===== config.mk =====
export PLATFORM = sky130hd
export DESIGN_NAME = dff_pipe_chain
export DESIGN_NICKNAME = d
export VERILOG_FILES = /design/src/rtl/dff_pkg.sv /design/src/rtl/dff_pipe_stage.sv /design/src/rtl/dff_pipe_chain.sv
export SDC_FILE = /design/constraint.sdc
export NUM_CORES = 1
export LEC_CHECK = 0
export ABC_CLOCK_PERIOD_IN_PS = 3500
export CAP_MARGIN = 20
export CORE_MARGIN = 2
export CORE_UTILIZATION = 56
export CTS_CLUSTER_SIZE = 28
export DETAILED_ROUTE_END_ITERATION = 10
export PLACE_DENSITY = 0.82
export SLEW_MARGIN = 20
export SYNTH_ARGS = -nofsm -noshare
export SYNTH_HDL_FRONTEND = slang
export SYNTH_SLANG_ARGS = --single-unit

===== constraint.sdc =====
create_clock -name clk -period 3.5 [get_ports clk]
set_input_delay 0.35 -clock clk [delete_from_list [all_inputs] [get_ports clk]]
set_output_delay 0.35 -clock clk [all_outputs]
set_load 0.02 [all_outputs]

===== src/rtl/dff_pkg.sv =====
// Shared constants and helpers for the register-chain family of blocks.
package dff_pkg;

  localparam int DFF_WIDTH_DEF = 8;
  localparam int DFF_DEPTH_DEF = 4;

  // Bits needed to hold an occupancy count of 0..depth inclusive.
  function automatic int cnt_width(input int depth);
    return (depth < 1) ? 1 : $clog2(depth + 1);
  endfunction

endpackage


===== src/rtl/dff_pipe_stage.sv =====
// One stage of the register chain: a data register plus its valid bit.
// The data register only updates when a valid word is loaded, so an
// empty stage keeps its stale contents instead of toggling.
module dff_pipe_stage #(
  parameter int               WIDTH     = 8,
  parameter logic [WIDTH-1:0] RESET_VAL = '0
) (
  input  logic             clk,
  input  logic             reset_n,
  input  logic             flush,
  input  logic             load_en,
  input  logic             src_valid,
  input  logic [WIDTH-1:0] src_data,
  output logic             valid,
  output logic [WIDTH-1:0] data
);

  // Valid bit follows the source whenever the stage is allowed to move.
  always_ff @(posedge clk) begin
    if (!reset_n) begin
      valid <= 1'b0;
    end else if (flush) begin
      valid <= 1'b0;
    end else if (load_en) begin
      valid <= src_valid;
    end
  end

  // Data register captures only real words; bubbles leave it untouched.
  always_ff @(posedge clk) begin
    if (!reset_n) begin
      data <= RESET_VAL;
    end else if (flush) begin
      data <= RESET_VAL;
    end else if (load_en && src_valid) begin
      data <= src_data;
    end
  end

endmodule


===== src/rtl/dff_pipe_chain.sv =====
// WIDTH-bit, DEPTH-stage register chain with valid/ready flow control.
// Bubbles collapse under backpressure, so the chain doubles as a small
// elastic buffer. Stage 0 is the input end; the last stage drives out_*.
module dff_pipe_chain
  import dff_pkg::*;
#(
  parameter int               WIDTH     = DFF_WIDTH_DEF,
  parameter int               DEPTH     = DFF_DEPTH_DEF,
  parameter logic [WIDTH-1:0] RESET_VAL = '0,
  localparam int              CNT_W     = cnt_width(DEPTH)
) (
  input  logic             clk,
  input  logic             reset_n,
  input  logic             flush,
  input  logic [WIDTH-1:0] in_data,
  input  logic             in_valid,
  output logic             in_ready,
  output logic [WIDTH-1:0] out_data,
  output logic             out_valid,
  input  logic             out_ready,
  output logic [CNT_W-1:0] count
);

  logic [DEPTH-1:0] valid;
  logic [DEPTH-1:0] ready;
  logic [WIDTH-1:0] data_q [DEPTH];
  logic             in_fire;
  logic             out_fire;
  logic [CNT_W-1:0] count_q;

  // A stage may move when it, or any stage downstream of it, is empty, or
  // when the output is draining. Walked with a scalar accumulator so the
  // ready vector never feeds back on itself.
  always_comb begin
    logic r;
    r     = out_ready;
    ready = '0;
    for (int i = DEPTH - 1; i >= 0; i--) begin
      r        = r || !valid[i];
      ready[i] = r;
    end
  end

  for (genvar g = 0; g < DEPTH; g++) begin : g_stage
    logic             src_valid;
    logic [WIDTH-1:0] src_data;

    if (g == 0) begin : g_head
      assign src_valid = in_valid;
      assign src_data  = in_data;
    end else begin : g_body
      assign src_valid = valid[g-1];
      assign src_data  = data_q[g-1];
    end

    dff_pipe_stage #(
      .WIDTH    (WIDTH),
      .RESET_VAL(RESET_VAL)
    ) u_stage (
      .clk      (clk),
      .reset_n  (reset_n),
      .flush    (flush),
      .load_en  (ready[g]),
      .src_valid(src_valid),
      .src_data (src_data),
      .valid    (valid[g]),
      .data     (data_q[g])
    );
  end

  // During a flush cycle both handshakes are blocked so nothing is
  // accepted or delivered while the stages are being cleared.
  assign in_ready  = ready[0] && !flush;
  assign out_valid = valid[DEPTH-1] && !flush;
  assign out_data  = data_q[DEPTH-1];
  assign in_fire   = in_valid && in_ready;
  assign out_fire  = out_valid && out_ready;
  assign count     = count_q;

  // Occupancy tracks handshakes; simultaneous in/out leaves it unchanged.
  always_ff @(posedge clk) begin
    if (!reset_n) begin
      count_q <= '0;
    end else if (flush) begin
      count_q <= '0;
    end else if (in_fire && !out_fire) begin
      count_q <= count_q + CNT_W'(1);
    end else if (!in_fire && out_fire) begin
      count_q <= count_q - CNT_W'(1);
    end
  end

endmodule


== Yosys cells after proc, flatten, opt, wreduce, memory -nomap -nowiden ==
Index checks and enable logic that the tools add are counted.

* Register bits after elaboration: 39
* Output and inout port bits: 13

* Add/sub/neg operators: 2
* Muxes and demuxes: 2
* Bitwise gates (word level): 1
* Reduce and logical (&&, ||, !) cells: 23

{| class="wikitable"
|+ Operator list
! operator !! number
|-
| $logic_and 1x1->1 || 10
|-
| $logic_not 1->1 || 7
|-
| $mux 3 || 2
|-
| $logic_or 1x1->1 || 4
|-
| $add 3x1->3 const B || 1
|-
| $sub 3x1->3 const B || 1
|-
| $reduce_bool 2->1 || 1
|-
| $reduce_or 2->1 || 1
|-
| $not 1->1 || 1
|}

== Depth between registers and ports, before layout ==
Gate-level depths: netlist of run 1.

* Word-level depth: 11
* Mapped depth: 10
* Gate-level depth less buffers: 9

== Modules after synthesis ==
A second synthesis of run 1 with hierarchy kept.

* Cell total of the unflattened synthesis: 188
* Area, all modules: 1851.8 sq um

{| class="wikitable"
|+ Modules (own cells, without submodules)
! module !! instances !! cells each !! area each (sq um)
|-
| dff_pipe_stage || 4 || 41 || 410.4
|-
| dff_pipe_chain || 1 || 24 || 210.2
|}

== Worst setup path after synthesis of run 1 ==
Ideal clock, no wire load.

* Path type: input to register
* From: in out_ready
* To: reg count_q[2], in the netlist count[2]
* Library setup time: 0.070 ns
* Data arrival time: 2.261 ns
* Required time: 3.430 ns
* Setup slack: 1.169 ns
* Stages on the path: 10
* Path buffers: 1
* Cell sequence: and4b_1 buf_6 a21oi_2 and2_1 ha_1 inv_1 fa_1 xor2_1 or3_1 a21oi_1

* Word-level cells in the longest chain between the ends: 9
* Elaborated cells on any way between the ends: 13

{| class="wikitable"
|+ Ends and longest elaborated chain
! item !! RTL line !! RTL
|-
| start: declaration || dff_pipe_chain.sv:20 || <nowiki>input logic out_ready,</nowiki>
|-
| $logic_or 1x1->1 * (4 in series) || dff_pipe_chain.sv:39 || <nowiki>r = r || !valid[i];</nowiki>
|-
| $logic_and 1x1->1 * || dff_pipe_chain.sv:73 || <nowiki>assign in_ready = ready[0] && !flush;</nowiki>
|-
| named net in_ready || dff_pipe_chain.sv:17 || <nowiki>output logic in_ready,</nowiki>
|-
| $logic_and 1x1->1 * || dff_pipe_chain.sv:76 || <nowiki>assign in_fire = in_valid && in_ready;</nowiki>
|-
| $logic_not 1->1 || dff_pipe_chain.sv:88 || <nowiki>end else if (!in_fire && out_fire) begin</nowiki>
|-
| $logic_and 1x1->1 || dff_pipe_chain.sv:88 ||
|-
| $reduce_bool 2->1 (no source line) || -- ||
|-
| end signal: assignment || dff_pipe_chain.sv:87 || <nowiki>count_q <= count_q + CNT_W'(1);</nowiki>
|-
| end signal: assignment || dff_pipe_chain.sv:89 || <nowiki>count_q <= count_q - CNT_W'(1);</nowiki>
|-
| end: declaration || dff_pipe_chain.sv:29 || <nowiki>logic [CNT_W-1:0] count_q;</nowiki>
|}

The timed path passes the listed nets; every way through them passes the cells marked *.
A chain may end at the register's enable or synchronous reset.

== Worst setup path after layout of run 1 ==
* From: in out_ready
* To: reg count_q[2], in the netlist count[2]

* Word-level cells in the longest chain between the ends: 9
* Elaborated cells on any way between the ends: 13

{| class="wikitable"
|+ Ends and longest elaborated chain
! item !! RTL line
|-
| $logic_or 1x1->1 (4 in series) || dff_pipe_chain.sv:39
|-
| $logic_and 1x1->1 || dff_pipe_chain.sv:73
|-
| $logic_and 1x1->1 || dff_pipe_chain.sv:76
|-
| $logic_not 1->1 || dff_pipe_chain.sv:88
|-
| $logic_and 1x1->1 || dff_pipe_chain.sv:88
|-
| $reduce_bool 2->1 (no source line) || --
|}

Several ways; a longest one is shown, not always the timed one.

==> summary.txt, run 1 <==
Timing
  • Tightest Pin Transition: 832 ps
  • Fin. Hold Viols: 0
  • Clock Skew: 5.67 ps
  • Setup ws final: 1100 ps
  • Relative slew slack: 44.4%
  • Minimum clock period: 2400 ps
  • Peak Freq: 0.417 GHz
  • Final setup vio count: 0
  • RSZ-0062 raised after global routing: no
  • Worst hold slack: 464 ps
  • Setup TNS: 0 ps
  • Final Cycle Share: 68.6%
  • Max Slew Vio Count: 0

Global routing
  • First-pass GRT wire length: 5.39 mm
  • Largest net degree at the start of global routing: 49
  • Vias in the first global route: 1270
  • Grt ovf: 0
  • Initial antenna violation count: 0
  • GRT Util Overall: 20.7%

Clocking
  • CTS clock-pin slew for the worst setup and hold paths: 110 ps
  • Post-CTS sizing: 0
  • H-tree Lvls: 2
  • CTS tree: done
  • Clk_lat worst skew: 340 ps
  • Clock buffer depth: 2
  • Total CTS buffers: 5
  • Post-CTS Setup Repair Bufs: 0
  • Root buf cell: clkbuf_4
  • CTS sink cnt: 39
  • Post-CTS Hold Buffers: 0

Synthesis
  • Ys flop type: dfxtp_1
  • Number of synthesized register bits: 39
  • Leading area contributor after synthesis: dfxtp_1
  • Post-synth top area share: 46.1%
  • Syn_area_per_cell: 9.25 um^2
  • Synth Warn #: 0
  • Asr flop ratio synth: 0%
  • Area contributors post-synth: dfxtp_1, mux2i_1, nand2_1
  • Mapped cell area: 1690 um^2
  • Syn Inst Count: 183
  • Register area share after synthesis: 46.1%
  • Post-synth EDFFs: 0
  • Netlist cell types: 28
  • Post-synth net total: 198

Min path
  • Worst hold-check path type: reg2reg

Critical path
  • Worst Path Max Fanout: 4
  • Crit start category: input port
  • Arrival time at the worst endpoint: 2670 ps
  • Critical Path End Type: register
  • Critical path class: in2reg
  • Critical Path RT: 3770 ps

Die
  • Top Ports: 26
  • DIE AREA: 3480 um^2
  • Core area: 2810 um^2
  • Die W: 59.0 um
  • Die H: 59.0 um
  • Number of core rows: 19
  • Starting Density: 60.3%

Power and ir drop
  • Lkg Pwr: 0.643 nW
  • VDD IR-drop max: 0.000251 V
  • Total Power: 0.780 mW
  • Pwr/cell area: 397 nW/um^2

Placement
  • Hpwl dp: 2.46 mm
  • Routability cong.: 0.756
  • Worst slack at placement: 785 ps
  • IO Port Bufs: 25

Final layout
  • Commonest non-fill, non-tap cell in the layout: dfxtp_1
  • Commonest non-fill, non-tap cells in the layout: dfxtp_1, nand2_1, clkdlybuf4s50_1
  • Nets@finish: 217
  • Share of layout cells above drive strength 1: 6.40%
  • Fillers: 233
  • Area Overhead vs Synth: 16.2%
  • Ant. Diodes: 0

Detailed routing
  • Avg WL per Cell: 14.4 um
  • Final WL: 3.37 mm
  • Routed vias: 1403
  • Vias per inst: 6.00
  • Post-DRT Antenna Nets: 0
  • DRT Pass-1 Iters: 7
  • DR iter-0 viols: 75
  • DR DRC count: 1

Status
  • Failing checks: DRC
  • Status: finished with violations

Run
  • Max-capacitance violation count: 0
==> cell type report <==
class | count | area [um^2] | area share, %
well taps | 31 | 38.8 | 1.97
multi-input cells | 125 | 795 | 40.4
clock buffers | 8 | 68.8 | 3.50
inverters | 3 | 11.3 | 0.573
flip-flops and latches | 39 | 781 | 39.7
repair buffers | 28 | 273 | 13.9
==> registers in the layout, indices dropped and copies added (netlist names) <==
signal / count
g_stage.u_stage.valid: 4
g_stage.u_stage.data: 32
count: 3
==> logic make-up (layout without fill, tap and decap cells) <==
logic type	count (synthesis)	after routing	synth area share [%]
adder cells (fa/ha/maj)	2	2	1.92
XOR/XNOR	2	2	1.03
AND/OR/NAND/NOR	65	65	18.8
AO/OA/AOI/OAI	39	39	15.1
flip-flops	39	39	46.1
buffers and inverters	19	39	6.95
multiplexers	17	17	10.1
==> layer usage <==
metal	wire length, um	GRT usage [%]	part of all wire (%)	vias up
li1	-	-	-	696
met1	1440	23.4	43	658
met2	1710	34.9	51	43
met3	173	6.11	5.1	6
met4	48	11.0	1.4	0
met5	0	0	0	-
==> path summary, 6_finish.rpt <==
kind	start	endpoint	slack (ps)	cells after the start
worst min-delay path	g_stage[2].u_stage.data[1]$_SDFFE_PP0P_	g_stage[2].u_stage.data[1]$_SDFFE_PP0P_	460	2
worst max-delay path	out_ready	count[2]$_SDFFE_PP0P_	1100	10
worst max register to register	g_stage[2].u_stage.valid$_SDFFE_PP0P_	count[2]$_SDFFE_PP0P_	1140	9
worst min register to register	g_stage[2].u_stage.data[1]$_SDFFE_PP0P_	g_stage[2].u_stage.data[1]$_SDFFE_PP0P_	460	2
==> synth_stat cells, types with 2 or more instances <==
| cell type | count |
|---|---|
| o21ai_0 | 9 |
| nor2_1 | 6 |
| clkbuf_1 | 3 |
| nor2b_1 | 3 |
| dfxtp_1 | 39 |
| xor2_1 | 2 |
| nand3_1 | 16 |
| a32oi_1 | 8 |
| nand4_1 | 8 |
| nand2_1 | 25 |
| buf_6 | 3 |
| buf_4 | 5 |
| inv_1 | 3 |
| mux2i_1 | 17 |
| o211ai_1 | 8 |
| nand2b_1 | 2 |
| buf_2 | 4 |
| a21oi_1 | 12 |
==> critical path: stages <==
cell and delay, ps:
clkdlybuf4s50_1 500, and4b_1 240, a21oi_2 160, and2_1 140
ha_1 180, inv_1 60, fa_1 380, xor2_1 160
or3_1 320, a21oi_1 160
==> through the flow <==
stage / area (um^2) / utilization, % / cells
final: 1970 / 70.1 / 234
after floorplan: 1690 / - / 183
after CTS: 1970 / 70.1 / 234
after global placement: 1900 / 67.7 / 226
after global routing: 1970 / 70.1 / 234
after detailed placement: 1900 / 67.7 / 226
==> power breakdown <==
part           internal, mW  switching, mW  leakage, nW  total (mW)
registers             0.452        0.00795        0.316       0.460
logic                0.0300         0.0331        0.288      0.0632
clock network         0.118          0.139       0.0386       0.257
total                 0.600          0.180        0.643       0.780
Power figures use the tool's default switching activity.
==> run 2: changes to the inputs <==
--- a/config.mk
+++ b/config.mk
@@ -5,13 +5,13 @@
 export SDC_FILE = /design/constraint.sdc
 export NUM_CORES = 1
 export LEC_CHECK = 0
-export ABC_CLOCK_PERIOD_IN_PS = 3500
+export ABC_CLOCK_PERIOD_IN_PS = 1960
 export CAP_MARGIN = 20
 export CORE_MARGIN = 2
-export CORE_UTILIZATION = 56
+export CORE_UTILIZATION = 47
 export CTS_CLUSTER_SIZE = 28
 export DETAILED_ROUTE_END_ITERATION = 10
-export PLACE_DENSITY = 0.82
+export PLACE_DENSITY = 0.74
 export SLEW_MARGIN = 20
 export SYNTH_ARGS = -nofsm -noshare
 export SYNTH_HDL_FRONTEND = slang
==> constraint.sdc (replaced) <==
create_clock -name clk -period 1.96 [get_ports clk]
set_input_delay 0.196 -clock clk [delete_from_list [all_inputs] [get_ports clk]]
set_output_delay 0.196 -clock clk [all_outputs]
set_load 0.02 [all_outputs]
==> run 2 against run 1 <==
  * The run ends with setup timing left
  * Final area rose by 6.8%
  * Clock power rose by 53%
  * Utilization fell by 8.1 points
  * Setup slack got worse by 1200 ps
  * Largest power group unchanged
  * Highest routed layer unchanged
==> summary.txt, run 2 (synthesis gave the netlist of run 1 again) <==
Clocking
  • Post-CTS Hold Buffers: 0
  • CTS sink cnt: 39
  • Root buf cell: clkbuf_4
  • H-tree Lvls: 2
  • Clk_lat worst skew: 340 ps
  • CTS clock-pin slew for the worst setup and hold paths: 120 ps
  • Total CTS buffers: 5
  • CTS tree: done
  • Clock buffer depth: 2
  • Post-CTS Setup Repair Bufs: 0

Placement
  • Routability cong.: 0.758
  • IO Port Bufs: 25
  • Hpwl dp: 2.57 mm
  • Placed cell count: 255
  • Worst slack at placement: -448 ps

Timing
  • Minimum clock period: 2050 ps
  • RSZ-0062 raised after global routing: yes
  • Clock Skew: 8.95 ps
  • Setup ws final: -86.9 ps
  • Worst hold slack: 469 ps
  • Relative slew slack: 60.8%
  • Peak Freq: 0.489 GHz
  • Fin. Hold Viols: 0
  • Final Cycle Share: 104%
  • Tightest Pin Transition: 585 ps
  • Max Slew Vio Count: 0
  • Final setup vio count: 1

Min path
  • Worst hold-check path type: reg2reg
  • Hold Crit Endpoint: g_stage[2].u_stage.data[5]$_SDFFE_PP0P_
  • Hold path cells: 2
  • Hold_sp: g_stage[2].u_stage.data[5]$_SDFFE_PP0P_

Detailed routing
  • Routed vias: 1444
  • DR DRC count: 0
  • Vias per inst: 5.49
  • Avg WL per Cell: 13.0 um
  • Final WL: 3.42 mm
  • DRT Pass-1 Iters: 4
  • DR iter-0 viols: 31
  • Post-DRT Antenna Nets: 0

Global routing
  • GRT Util Overall: 19.1%
  • Vias in the first global route: 1495
  • Largest net degree at the start of global routing: 49
  • Grt ovf: 0
  • First-pass GRT wire length: 6.24 mm
  • Initial antenna violation count: 0

Final layout
  • Commonest non-fill, non-tap cell in the layout: dfxtp_1
  • Ant. Diodes: 0
  • Finished Layout Cells: 263
  • Area Overhead vs Synth: 24.1%
  • Number of flip-flops in the largest register: 32
  • Share of layout cells above drive strength 1: 13.8%
  • Largest Register: g_stage.u_stage.data
  • Nets@finish: 231
  • Commonest non-fill, non-tap cells in the layout: dfxtp_1, nand2_1, clkdlybuf4s50_1

Die
  • Core area: 3390 um^2
  • Top Ports: 26
  • DIE AREA: 4100 um^2
  • Die H: 64.0 um
  • Number of core rows: 21
  • Starting Density: 49.9%
  • Die W: 64.0 um

Critical path
  • Worst Path Max Fanout: 2
  • Reg2Reg Depth: 9
  • Arrival time at the worst endpoint: 2320 ps
  • Critical path class: reg2reg
  • FF-to-FF Start: g_stage[3].u_stage.valid$_SDFFE_PP0P_
  • Crit start category: register
  • RR Endpoint: count[2]$_SDFFE_PP0P_
  • Critical Path RT: 2240 ps
  • Critical Path End Type: register
  • Setup slack, reg-to-reg: -90 ps

Power and ir drop
  • Total Power: 1.34 mW
  • Seq pwr share: 60.9%
  • Pwr/cell area: 639 nW/um^2
  • Lkg Pwr: 0.733 nW
  • VDD IR-drop max: 0.000491 V
  • Clock power share: 29.2%
  • Switching portion of total power: 24.9%
  • P_sw: 0.335 mW
  • Internal Pwr Total: 1.01 mW
  • Combinational share of power: 9.9%

Status
  • Failing checks: setup timing
  • Status: finished with violations

Run
  • Max-capacitance violation count: 0
-- run 2: changes by cell type in the layout (fill, tap and decap cells not counted), moves of 2 or more --
cell / previous run / this run
clkdlybuf4s50_1: 25 / 23
buf_4: 3 / 16
clkbuf_8: 2 / 0
clkinv_2: 0 / 3
-- run 2: per-layer routing --
metal | vias up | global-route usage [%] | share of wire, %
met3 | 6 | 5.63 | 3.8
met1 | 679 | 20.8 | 44
met2 | 29 | 35.2 | 51
li1 | 730 | - | -
met5 | - | 0 | 0
met4 | 0 | 5.98 | 1.4
-- run 2: how the worst max path moves through the flow --
stage | to | slack, ps | start | cells after the start
floorplan | count[2]$_SDFFE_PP0P_ | -200 | g_stage[2].u_stage.valid$_SDFFE_PP0P_ | 10
global placement | count[2]$_SDFFE_PP0P_ | -370 | out_ready | 10
detailed placement | count[2]$_SDFFE_PP0P_ | -450 | out_ready | 10
CTS | count[2]$_SDFFE_PP0P_ | -100 | g_stage[1].u_stage.valid$_SDFFE_PP0P_ | 9
global route | count[2]$_SDFFE_PP0P_ | -180 | g_stage[3].u_stage.valid$_SDFFE_PP0P_ | 9
finish | count[2]$_SDFFE_PP0P_ | -90 | g_stage[3].u_stage.valid$_SDFFE_PP0P_ | 9
-- run 2: area by class of cell --
cell class,instances,area [um^2]
Inverter,3,11.3
Sequential cell,39,781
Clock inverter,3,15.0
Clock buffer,5,37.5
Fill cell,302,1290
Multi-Input combinational cell,125,807
Timing Repair Buffer,42,392
Tap cell,46,57.6
-- run 2: through the flow --
| step | utilization [%] | setup TNS, ps | instance area (um^2) |
|---|---|---|---|
| 3_5_place_dp | 60.4 | -646 | 2050 |
| 2_1_floorplan | - | -198 | 1710 |
| 4_1_cts | 61.9 | -96.1 | 2100 |
| 3_3_place_gp | 60.4 | -517 | 2050 |
| 6_report | 62.0 | -86.9 | 2100 |
| 5_1_grt | 62.0 | -201 | 2100 |
-- run 2: repair_timing --
item | CTS | global route
gates cloned | 0 | 0
resized for setup | 1 | 1
pin swaps | 1 | 0
endpoints found under the setup margin | 2 | 3
-- run 2: worst max-delay path, cell delays in order (launching register included) --
cell and delay [ps]:
dfxtp_1 340, and4b_1 220, a21oi_4 130, and2_1 140
ha_2 170, inv_1 50, fa_2 330, xor2_1 150
or3_1 320, a21oi_1 130
-- run 2: power by group through the flow --
| stage | logic, mW | clock network (mW) | registers (mW) |
|---|---|---|---|
| final | 0.133 | 0.392 | 0.818 |
| after global routing | 0.146 | 0.440 | 0.820 |
| after CTS | 0.133 | 0.405 | 0.818 |
| after detailed placement | 0.134 | 0 | 0.836 |
| after global placement | 0.127 | 0 | 0.835 |
| after floorplan | 0.0700 | 0 | 0.836 |
==> run 3: changes to the inputs <==
--- a/config.mk
+++ b/config.mk
@@ -7,11 +7,15 @@
 export LEC_CHECK = 0
 export ABC_CLOCK_PERIOD_IN_PS = 1960
 export CAP_MARGIN = 20
+export CELL_PAD_IN_SITES_DETAIL_PLACEMENT = 2
+export CELL_PAD_IN_SITES_GLOBAL_PLACEMENT = 2
 export CORE_MARGIN = 2
-export CORE_UTILIZATION = 47
+export CORE_UTILIZATION = 29
+export CTS_BUF_LIST = sky130_fd_sc_hd__clkbuf_16
 export CTS_CLUSTER_SIZE = 28
 export DETAILED_ROUTE_END_ITERATION = 10
-export PLACE_DENSITY = 0.74
+export PLACE_DENSITY_LB_ADDON = 0.1
+export REMOVE_ABC_BUFFERS = 1
 export SLEW_MARGIN = 20
 export SYNTH_ARGS = -nofsm -noshare
 export SYNTH_HDL_FRONTEND = slang
==> run 3 against run 2 <==
  * Via count rose by 2.8%
  * Global-route usage fell by 2.5 points
  * Fmax rose by 0.33%
  * Critical endpoint unchanged
  * The run still ends with setup timing left
==> summary.txt, run 3 (synthesis gave the netlist of run 1 again) <==
Die
  • Die H: 80.4 um
  • Starting Density: 30.4%
  • DIE AREA: 6460 um^2
  • Top Ports: 26
  • Core area: 5570 um^2
  • Die W: 80.4 um
  • Number of core rows: 27

Run
  • Max-capacitance violation count: 0

Final layout
  • Commonest non-fill, non-tap cells in the layout: dfxtp_1, nand2_1, clkdlybuf4s50_1
  • Nets@finish: 235
  • Number of flip-flops in the largest register: 32
  • Commonest non-fill, non-tap cell in the layout: dfxtp_1
  • Finished Layout Cells: 293
  • Share of layout cells above drive strength 1: 16.3%
  • Largest Register: g_stage.u_stage.data
  • Ant. Diodes: 0
  • Area Overhead vs Synth: 34.0%

Timing
  • Setup TNS: -80.3 ps
  • Peak Freq: 0.490 GHz
  • Setup ws final: -80.3 ps
  • Minimum clock period: 2040 ps
  • Tightest Pin Transition: 323 ps
  • Clock Skew: 2.24 ps
  • Final Cycle Share: 104%
  • Final setup vio count: 1
  • Worst hold slack: 469 ps
  • RSZ-0062 raised after global routing: yes
  • Relative slew slack: 78.4%
  • Fin. Hold Viols: 0
  • Max Slew Vio Count: 0

Global routing
  • Met2 Resource Use GR: 31.4%
  • GR peak layer: met2
  • First-pass GRT wire length: 8.13 mm
  • Met1 Usage GRT: 18.2%
  • Largest net degree at the start of global routing: 49
  • Initial antenna violation count: 0
  • GRT Util Overall: 16.6%
  • Met3 Usage GRT: 2.70%
  • Vias in the first global route: 1641
  • Grt ovf: 0

Placement
  • Hpwl dp: 3.38 mm
  • IO Port Bufs: 25
  • Routability cong.: 0.695
  • Placed cell count: 281

Status
  • Failing checks: setup timing
  • Status: finished with violations

Detailed routing
  • Post-DRT Antenna Nets: 0
  • Routed vias: 1484
  • Avg WL per Cell: 16.5 um
  • DR DRC count: 0
  • Final WL: 4.83 mm
  • DR iter-0 viols: 50
  • Vias per inst: 5.06
  • DRT Pass-1 Iters: 4

Clocking
  • Root buf cell: clkbuf_16
  • H-tree Lvls: 2
  • Clock buffer depth: 2
  • CTS clock-pin slew for the worst setup and hold paths: 60 ps
  • Post-CTS Hold Buffers: 0
  • CTS sink cnt: 39
  • Clk_lat worst skew: 280 ps
  • Total CTS buffers: 5
  • CTS tree: done

Critical path
  • Critical Path End Type: register
  • Crit start category: register
  • Slowest cell delay on critical path: 340 ps
  • Worst Path Max Fanout: 4
  • Critical path class: reg2reg
  • Most Frequent Cell on Critical Path: a21oi_2
  • Crit path cell chain: and4b_1, a21oi_2, and2_1, ha_2, inv_2, fa_2, xor2_1, or3_1, a21oi_2
  • Slowest cell on the critical path: dfxtp_2
  • Critical Path RT: 2170 ps
  • Arrival time at the worst endpoint: 2260 ps
  • FF-to-FF Start: g_stage[3].u_stage.valid$_SDFFE_PP0P_
  • Critical path origin: g_stage[3].u_stage.valid$_SDFFE_PP0P_

Power and ir drop
  • VDD IR-drop max: 0.000414 V
  • Lkg Pwr: 0.781 nW
  • Total Power: 1.87 mW
  • Pwr/cell area: 825 nW/um^2

Min path
  • Hold_sp: g_stage[2].u_stage.data[6]$_SDFFE_PP0P_
  • Worst hold-check path type: reg2reg
[run 3: cell types whose count changed in the layout (fill, tap and decap cells not counted), moves of 2 or more]
cell,change
clkbuf_16,+5
clkbuf_4,-5
buf_4,+4
a21oi_2,+2
clkinv_2,-2
[run 3: final cells by class]
| cell class | count | area (um^2) |
|---|---|---|
| fillers | 608 | 3310 |
| clock buffers | 5 | 125 |
| clock inverters | 3 | 38.8 |
| repair buffers | 46 | 418 |
| multi-input cells | 125 | 803 |
| flip-flops and latches | 39 | 782 |
| well taps | 72 | 90.1 |
| inverters | 3 | 11.3 |
[run 3: path summary, 6_finish.rpt]
| path | endpoint | slack [ps] | cells past startpoint |
|---|---|---|---|
| worst min register to register | g_stage[2].u_stage.data[6]$_SDFFE_PP0P_ | 470 | 2 |
| worst max register to register | count[2]$_SDFFE_PP0P_ | -80 | 9 |
| worst max-delay path | count[2]$_SDFFE_PP0P_ | -80 | 9 |
| worst min-delay path | g_stage[2].u_stage.data[6]$_SDFFE_PP0P_ | 470 | 2 |
[run 3: metal layers]
layer | part of all wire [%] | wire (um)
met4 | 1.5 | 74
met5 | 0 | 0
met2 | 54 | 2590
met1 | 42 | 2050
met3 | 2.5 | 119
[run 3: power by group]
group	total [mW]	switching (mW)	internal, mW
clock network	0.910	0.317	0.593
registers	0.819	0.0119	0.807
logic	0.142	0.0719	0.0698
[run 3: per-stage QoR]
| stage | util, % | setup slack, ps | cell area (um^2) |
|---|---|---|---|
| after floorplan | - | -524 | 1590 |
| after global placement | 37.1 | -437 | 2070 |
| after detailed placement | 37.1 | -531 | 2070 |
| after CTS | 40.5 | -90.2 | 2260 |
| after global routing | 40.7 | -191 | 2270 |
| final | 40.7 | -80.3 | 2270 |
[run 3: what timing repair did]
action	in CTS	in global routing
setup endpoints to repair	3	1
pin swaps	5	2
resized for setup	5	2
hold endpoints to repair	0	0
buffers inserted	3	1
[run 3: critical path, delay by kind of cell (launching register included)]
family | cells | cell delay, ps
compound gates | 2 | 280
simple gates | 3 | 660
buf+inv | 1 | 40
flops | 1 | 340
fa+ha+maj | 2 | 500
xor+xnor | 1 | 150
